**src/rtl/linear_to_exponent_pkg.sv**
```systemverilog
// Shared widths and saturation constants for the linear-to-exponent converter.
package linear_to_exponent_pkg;
  localparam int IN_W  = 12;
  localparam int EXP_W = 3;
  localparam int SIG_W = 4;
  localparam int LZ_W  = 4;

  localparam logic [EXP_W-1:0] EXP_MAX = 3'd7;
  localparam logic [SIG_W-1:0] SIG_MAX = 4'b1111;
endpackage

```
**src/rtl/linear_to_exponent_if.sv**
```systemverilog
// Sample/result bus between the converter and its client.
interface linear_to_exponent_if;
  import linear_to_exponent_pkg::*;

  logic             in_valid;
  logic [IN_W-1:0]  absVal;
  logic             out_valid;
  logic [EXP_W-1:0] exponent;
  logic [SIG_W-1:0] significand;
  logic             round_bit;

  modport master (
    output in_valid, absVal,
    input  out_valid, exponent, significand, round_bit
  );

  modport slave (
    input  in_valid, absVal,
    output out_valid, exponent, significand, round_bit
  );
endinterface

```
**src/rtl/linear_to_exponent_lz_count.sv**
```systemverilog
// Combinational leading-zero counter over the 12-bit magnitude (0..12).
module lz_count
  import linear_to_exponent_pkg::*;
(
  input  logic [IN_W-1:0] value,
  output logic [LZ_W-1:0] count
);

  // Scan upward so the highest set bit makes the final assignment.
  always_comb begin
    count = LZ_W'(IN_W);
    for (int i = 0; i < IN_W; i++) begin
      if (value[i]) count = LZ_W'(IN_W - 1 - i);
    end
  end

endmodule

```
**src/rtl/linear_to_exponent.sv**
```systemverilog
// Converts a linear magnitude to exponent/significand/round with one cycle of latency.
module linear_to_exponent
  import linear_to_exponent_pkg::*;
(
  input  logic                 clk,
  input  logic                 rst_n,
  linear_to_exponent_if.slave  bus
);

  logic [LZ_W-1:0]  lz;
  logic [IN_W-1:0]  norm;
  logic [EXP_W-1:0] exp_next;
  logic [SIG_W-1:0] sig_next;
  logic             rnd_next;

  lz_count u_lz_count (
    .value (bus.absVal),
    .count (lz)
  );

  // Left-normalise so the leading one lands on bit 11 for the mid range.
  assign norm = bus.absVal << lz;

  always_comb begin
    exp_next = '0;
    sig_next = '0;
    rnd_next = 1'b0;
    if (lz == '0) begin
      exp_next = EXP_MAX;
      sig_next = SIG_MAX;
    end else if (lz <= LZ_W'(7)) begin
      exp_next = EXP_W'(4'd8 - lz);
      sig_next = norm[IN_W-1 -: SIG_W];
      rnd_next = norm[IN_W-1-SIG_W];
    end else begin
      sig_next = bus.absVal[SIG_W-1:0];
    end
  end

  always_ff @(posedge clk or negedge rst_n) begin
    if (!rst_n) begin
      bus.out_valid   <= 1'b0;
      bus.exponent    <= '0;
      bus.significand <= '0;
      bus.round_bit   <= 1'b0;
    end else begin
      bus.out_valid <= bus.in_valid;
      if (bus.in_valid) begin
        bus.exponent    <= exp_next;
        bus.significand <= sig_next;
        bus.round_bit   <= rnd_next;
      end
    end
  end

endmodule

```
**src/flat_wrapper.sv**
```systemverilog
// flat-port wrapper written by rule: the top's interface ports become plain ports
module linear_to_exponent_flat import linear_to_exponent_pkg::*;
  (clk, rst_n, bus_in_valid, bus_absVal, bus_out_valid, bus_exponent, bus_significand, bus_round_bit);
  linear_to_exponent_if bus_i ();
  input  logic clk;
  input  logic rst_n;
  input wire logic [$bits(bus_i.in_valid)-1:0] bus_in_valid;
  input wire logic [$bits(bus_i.absVal)-1:0] bus_absVal;
  output wire logic [$bits(bus_i.out_valid)-1:0] bus_out_valid;
  output wire logic [$bits(bus_i.exponent)-1:0] bus_exponent;
  output wire logic [$bits(bus_i.significand)-1:0] bus_significand;
  output wire logic [$bits(bus_i.round_bit)-1:0] bus_round_bit;
  assign bus_i.in_valid = bus_in_valid;
  assign bus_i.absVal = bus_absVal;
  assign bus_out_valid = bus_i.out_valid;
  assign bus_exponent = bus_i.exponent;
  assign bus_significand = bus_i.significand;
  assign bus_round_bit = bus_i.round_bit;
  linear_to_exponent u_core (.clk(clk), .rst_n(rst_n), .bus(bus_i));
endmodule
```
**config.mk**
```make
export PLATFORM = sky130hd
export DESIGN_NAME = linear_to_exponent_flat
export DESIGN_NICKNAME = d
export VERILOG_FILES = /design/src/rtl/linear_to_exponent_pkg.sv /design/src/rtl/linear_to_exponent_if.sv /design/src/rtl/linear_to_exponent_lz_count.sv /design/src/rtl/linear_to_exponent.sv /design/src/flat_wrapper.sv
export SDC_FILE = /design/constraint.sdc
export NUM_CORES = 1
export LEC_CHECK = 0
export CAP_MARGIN = 20
export CORE_MARGIN = 2
export CORE_UTILIZATION = 41
export DETAILED_ROUTE_END_ITERATION = 10
export GPL_ROUTABILITY_DRIVEN = 0
export PLACE_DENSITY = 0.7
export RECOVER_POWER = 100
export SETUP_SLACK_MARGIN = 0.2
export SYNTH_ARGS = -nofsm -noshare
export SYNTH_HDL_FRONTEND = slang
export SYNTH_SLANG_ARGS = --single-unit
```
**constraint.sdc**
```tcl
create_clock -name clk -period 3.46 [get_ports clk]
set_clock_uncertainty 0.1 [all_clocks]
set_input_delay 0.346 -clock clk [delete_from_list [all_inputs] [get_ports clk]]
set_output_delay 0.346 -clock clk [all_outputs]
set_load 0.05 [all_outputs]
```
==> After elaboration in Yosys (flattened, before gate mapping) <==
Index checks and enable logic that the tools add are counted.
{ "op_classes": {"n_lt_le_gt_ge": 1, "muxes": 18, "addsub": 1, "shift": 1, "reduce_logical": 1} }
{ "op_table": {"columns": ["op", "count"], "rows": [
  ["4-bit two-way mux", 13],
  ["12-bit by 4-bit left shift with 12-bit output", 1],
  ["3-bit two-way mux", 3],
  ["4-bit by 3-bit less-or-equal comparator with 1-bit output, second input constant", 1],
  ["4-bit logical NOT", 1],
  ["1-bit by 3-bit subtractor with 3-bit output, first input constant", 1],
  ["1-bit two-way mux", 2]
]} }
{ "word_totals": {"input_bits": 15, "ff_bits": 9} }

==> Depth between registers and ports, before layout <==
{ "depth": {"word_depth": 15, "ltp_mapped": 10} }

==> Hierarchy <==
A second synthesis with hierarchy kept.
{ "unflattened": {"hier_cells": 89, "area_unflattened_um2": 809.5} }
{ "by_module_without_submodules": {"columns": ["module", "area_each_um2", "cells_per_inst", "instances"], "rows": [
  ["linear_to_exponent", 698.2, 68, 1],
  ["lz_count", 111.4, 21, 1]
]} }

==> Worst setup path before layout <==
OpenSTA, ideal clock, no wires.
{ "synth_path": {"kind": "input to register", "from": "input bus_absVal[9]", "to": "register u_core.bus.round_bit", "setup_ps": 67, "stages": 8, "required_time_ps": 3293, "slack_ps": 1401, "arrival_time_ps": 1892, "path_buffers": 1, "cell_sequence": "buf_6 > nor2b_2 > a211oi_4 > o21ai_4 > ha_1 > a2111oi_0 > nor2b_1 > a221o_1"} }
{ "synth_between": {"elab_chain_len": 6, "elab_cells_between_ends": 8, "classes_between": "order compare (1); shift (1); mux (5); reduce/logical (1)"} }
{ "synth_lines": {"columns": ["item", "line_no", "source"], "rows": [
  ["start, declared", "flat_wrapper.sv:8", "input wire logic [$bits(bus_i.absVal)-1:0] bus_absVal;"],
  ["4-bit two-way mux (3 in series)", "linear_to_exponent_lz_count.sv:13", "if (value[i]) count = LZ_W'(IN_W - 1 - i);"],
  ["12-bit by 4-bit left shift with 12-bit output or 4-bit by 3-bit less-or-equal comparator with 1-bit output (tied branches)", "linear_to_exponent.sv:22, linear_to_exponent.sv:31", null],
  ["1-bit two-way mux", "linear_to_exponent.sv:31", "end else if (lz <= LZ_W'(7)) begin"],
  ["1-bit two-way mux *", "linear_to_exponent.sv:28", "if (lz == '0) begin"],
  ["end signal, assigned", "linear_to_exponent.sv:51", "bus.round_bit <= rnd_next;"],
  ["end, declared", "linear_to_exponent_if.sv:19", "output out_valid, exponent, significand, round_bit"]
]} }
Every way passes the cells marked *; elsewhere a longest branch is shown, timed or not.
A chain may end at the register's enable or synchronous reset.

==> Worst setup path after layout <==
Same ends and word-level chain as after synthesis.

==> flow_summary.yaml <==
detailed_routing:
  avgViaCountPerCell: 5.89
  firstDrtPassIters: 4
  wire_per_inst_um: 14.6
  routed_wl_um: 2290
  drt_first_iter_violations: 23
  via_count: 924
  route.detailed.drc: 0
  drt.antenna.violating_nets: 0
layout:
  mostFrequentLayoutCell: "sky130_fd_sc_hd__nor2_1"
  finish.instance_area_sq_mm: 0.00111
  final_net_count: 147
  final_layout_size_suffix_gt1_share_pct: 6.15
  flow.area_growth_from_synthesis_pct: 31.7
  antennaDiodeCount: 0
  leading_cell_types_in_the_layout_fill_and_taps_excluded: "sky130_fd_sc_hd__nor2_1 (14), sky130_fd_sc_hd__dlygate4sd3_1 (13), sky130_fd_sc_hd__a21oi_1 (10), sky130_fd_sc_hd__clkdlybuf4s50_1 (10)"
  fillerInstances: 207
logic_synthesis:
  synth_cells: 106
  synth_edf_count: 0
  async_flop_share_pct: 100
  avgSynthCellArea_sq_um: 7.97
  synth_top_cell_by_area: "sky130_fd_sc_hd__dfrtp_1"
  yosysWarningCount: 0
  postSynthRegisterBits: 9
  postSynthNetCount: 122
  synth_largest_type_area_fraction_pct: 26.7
  ys_seq_area_share_pct: 26.7
  ys_top_cells_by_area: "sky130_fd_sc_hd__dfrtp_1 (27%), sky130_fd_sc_hd__nor2_1 (6.2%), sky130_fd_sc_hd__a21oi_1 (5.9%)"
  post_synth_instance_area_sq_um: 845
  synthFlopType: "sky130_fd_sc_hd__dfrtp_1"
  synthDistinctLibCells: 41
clock_network:
  cts.clk_slew.worst_paths_ns: 0.06
  clkLatencyLatePin_ns: 0.26
  clk_root_buffer_cell: "sky130_fd_sc_hd__clkbuf_4"
  post_cts_hold_buffer_count: 0
  max-clock-path-buffers: 2
  tritoncts_clock_tree: "yes"
  clock-sinks: 9
  cts_setup_buffers: 0
  number_of_cts_inserted_buffers: 3
  h_tree_levels: 1
  cts.repair.resized: 0
sta:
  tns_ns: 0
  post-route-min-period_ns: 2.58
  max_freq_mhz: 388
  finalSetupViolations: 0
  tightest_slew_ns: 0.643
  worst_slew_margin_pct: 56.7
  layout_worst_path_cycle_share_pct: 74.6
  hold_viol_final: 0
  final_max_slew_viol_count: 0
  final.hold.worst_slack_ns: 0.352
  grt_setup_unrepaired: "false"
power_and_ir_drop:
  switchingPower_w: 0.000138
  cellPowerDensity_mw_per_mm2: 317
  cellLeakagePower_nw: 0.412
  power.combinational.fraction_pct: 42.7
  power.clock.fraction_pct: 23.2
  p_seq_share_pct: 34.1
  vdd_drop_max_v: 0.000251
  netSwitchingFraction_pct: 39.1
  internal_power_w: 0.000215
  finalPower_w: 0.000352
worst_setup_path:
  worstSetupEndpointType: "register"
  top_fanout_value_on_the_critical_path: 8
  crit_required_ns: 3.56
  cp.arrival_ns: 2.68
  path_class: "input port to register"
  start_kind: "input port"
outcome:
  result_of_the_run: "completed"
flow_run:
  maxCapViolCount: 0
floorplan:
  core_sq_mm: 0.00196
  ioPinCount: 24
  area_enclosed_by_the_die_boundary_sq_mm: 0.00244
  initial_utilization_pct: 43.0
  placement_rows: 16
  horizontal_die_dimension_um: 49.4
  fp.dieH_um: 49.4
hold_path:
  type_of_the_worst_min_delay_path: "input port to asynchronous set/reset pin"
placement:
  post-dp-hpwl_um: 1840
  place.port_buffers: 23
  dpl_cell_area_sq_mm: 0.00109
global_route:
  overflow: 0
  grt_max_degree: 14
  grt_pass1_vias: 824
  antenna_found_initial: 0
  grtUsageTotal_pct: 20.0
  wire_length_of_the_first_global_routing_pass_um: 3840
==> worst max-delay path, cell delays in order <==
cell and delay, ns:
sky130_fd_sc_hd__dlygate4sd3_1 0.65, sky130_fd_sc_hd__nor2b_1 0.23, sky130_fd_sc_hd__a211oi_4 0.42, sky130_fd_sc_hd__o21ai_4 0.17, sky130_fd_sc_hd__ha_1 0.26, sky130_fd_sc_hd__a2111oi_0 0.32
sky130_fd_sc_hd__nor2b_1 0.18, sky130_fd_sc_hd__a221o_1 0.11
==> cell type report <==
class | instances | area [sq um] | area share (%)
repair buffers | 23 | 230 | 20.7
flip-flops and latches | 9 | 225 | 20.2
multi-input cells | 88 | 574 | 51.6
well taps | 27 | 33.8 | 3.04
inverters | 6 | 22.5 | 2.02
clock buffers | 4 | 26.3 | 2.36
==> power by group through the flow <==
stage | logic (W) | registers [W] | clock network, W
finish | 0.000151 | 0.000120 | 0.0000816
global route | 0.000161 | 0.000121 | 0.0000933
CTS | 0.000156 | 0.000121 | 0.0000842
detailed placement | 0.000155 | 0.000122 | 0
global placement | 0.000153 | 0.000123 | 0
floorplan | 0.0000608 | 0.000158 | 0
==> logic make-up (layout without fill, tap and decap cells) <==
logic type	Yosys count	count (layout)	share of synthesized area (%)
compound gates	40	40	36.2
fa+ha+maj	1	1	1.48
buf+inv	9	33	5.04
flops	9	9	26.7
mux	5	5	5.93
simple gates	42	42	24.7
==> registers in the layout (all words and copies together), names as in the netlist <==
register,cells
u_core.bus.out_valid,1
u_core.bus.round_bit,1
u_core.bus.exponent,3
u_core.bus.significand,4
==> through the flow <==
stage / setup WS [ns] / util (%) / std cells
5_1_grt: 0.671 / 56.7 / 157
3_5_place_dp: 0.721 / 55.5 / 153
4_1_cts: 0.985 / 56.8 / 157
3_3_place_gp: 0.763 / 55.5 / 153
6_report: 0.880 / 56.7 / 157
2_1_floorplan: 1.40 / - / 106
==> routing by layer <==
layer | global-route usage [%] | routed length, um | share of wire, % | vias to the layer above
met4 | 3.70 | 0 | 0 | 0
met1 | 26.4 | 1010 | 44 | 441
li1 | - | - | - | 451
met5 | 0 | 0 | 0 | -
met3 | 4.60 | 164 | 7.2 | 0
met2 | 33.6 | 1120 | 49 | 32
==> final timing paths <==
path,slack (ns),endpoint,cells after the start,start
worst min register to register,0.41,u_core.bus.exponent[0]$_DFFE_PN0P_,1,u_core.bus.exponent[0]$_DFFE_PN0P_
worst min-delay path,0.35,u_core.bus.out_valid$_DFF_PN0_,1,rst_n
min in group clk,0.41,u_core.bus.exponent[0]$_DFFE_PN0P_,1,u_core.bus.exponent[0]$_DFFE_PN0P_
worst max-delay path,0.88,u_core.bus.round_bit$_DFFE_PN0P_,8,bus_absVal[9]
max in group asynchronous,2.61,u_core.bus.significand[2]$_DFFE_PN0P_,1,rst_n
worst max register to register,2.14,u_core.bus.significand[0]$_DFFE_PN0P_,4,u_core.bus.significand[0]$_DFFE_PN0P_
==> synthesized netlist by cell type (2+ instances only) <==
cell type	number
sky130_fd_sc_hd__inv_1	5
sky130_fd_sc_hd__o21ai_1	3
sky130_fd_sc_hd__o21ai_0	5
sky130_fd_sc_hd__nor2_1	14
sky130_fd_sc_hd__nand2b_1	2
sky130_fd_sc_hd__o211ai_1	2
sky130_fd_sc_hd__or2b_1	2
sky130_fd_sc_hd__o31ai_1	2
sky130_fd_sc_hd__nand2_1	9
sky130_fd_sc_hd__or3_1	3
sky130_fd_sc_hd__nor3_1	3
sky130_fd_sc_hd__mux2i_1	5
sky130_fd_sc_hd__nor4_1	2
sky130_fd_sc_hd__nand3_1	3
sky130_fd_sc_hd__a21oi_1	10
sky130_fd_sc_hd__dfrtp_1	9
sky130_fd_sc_hd__a221oi_1	3
Note: power is estimated with default switching activity, not from simulation.
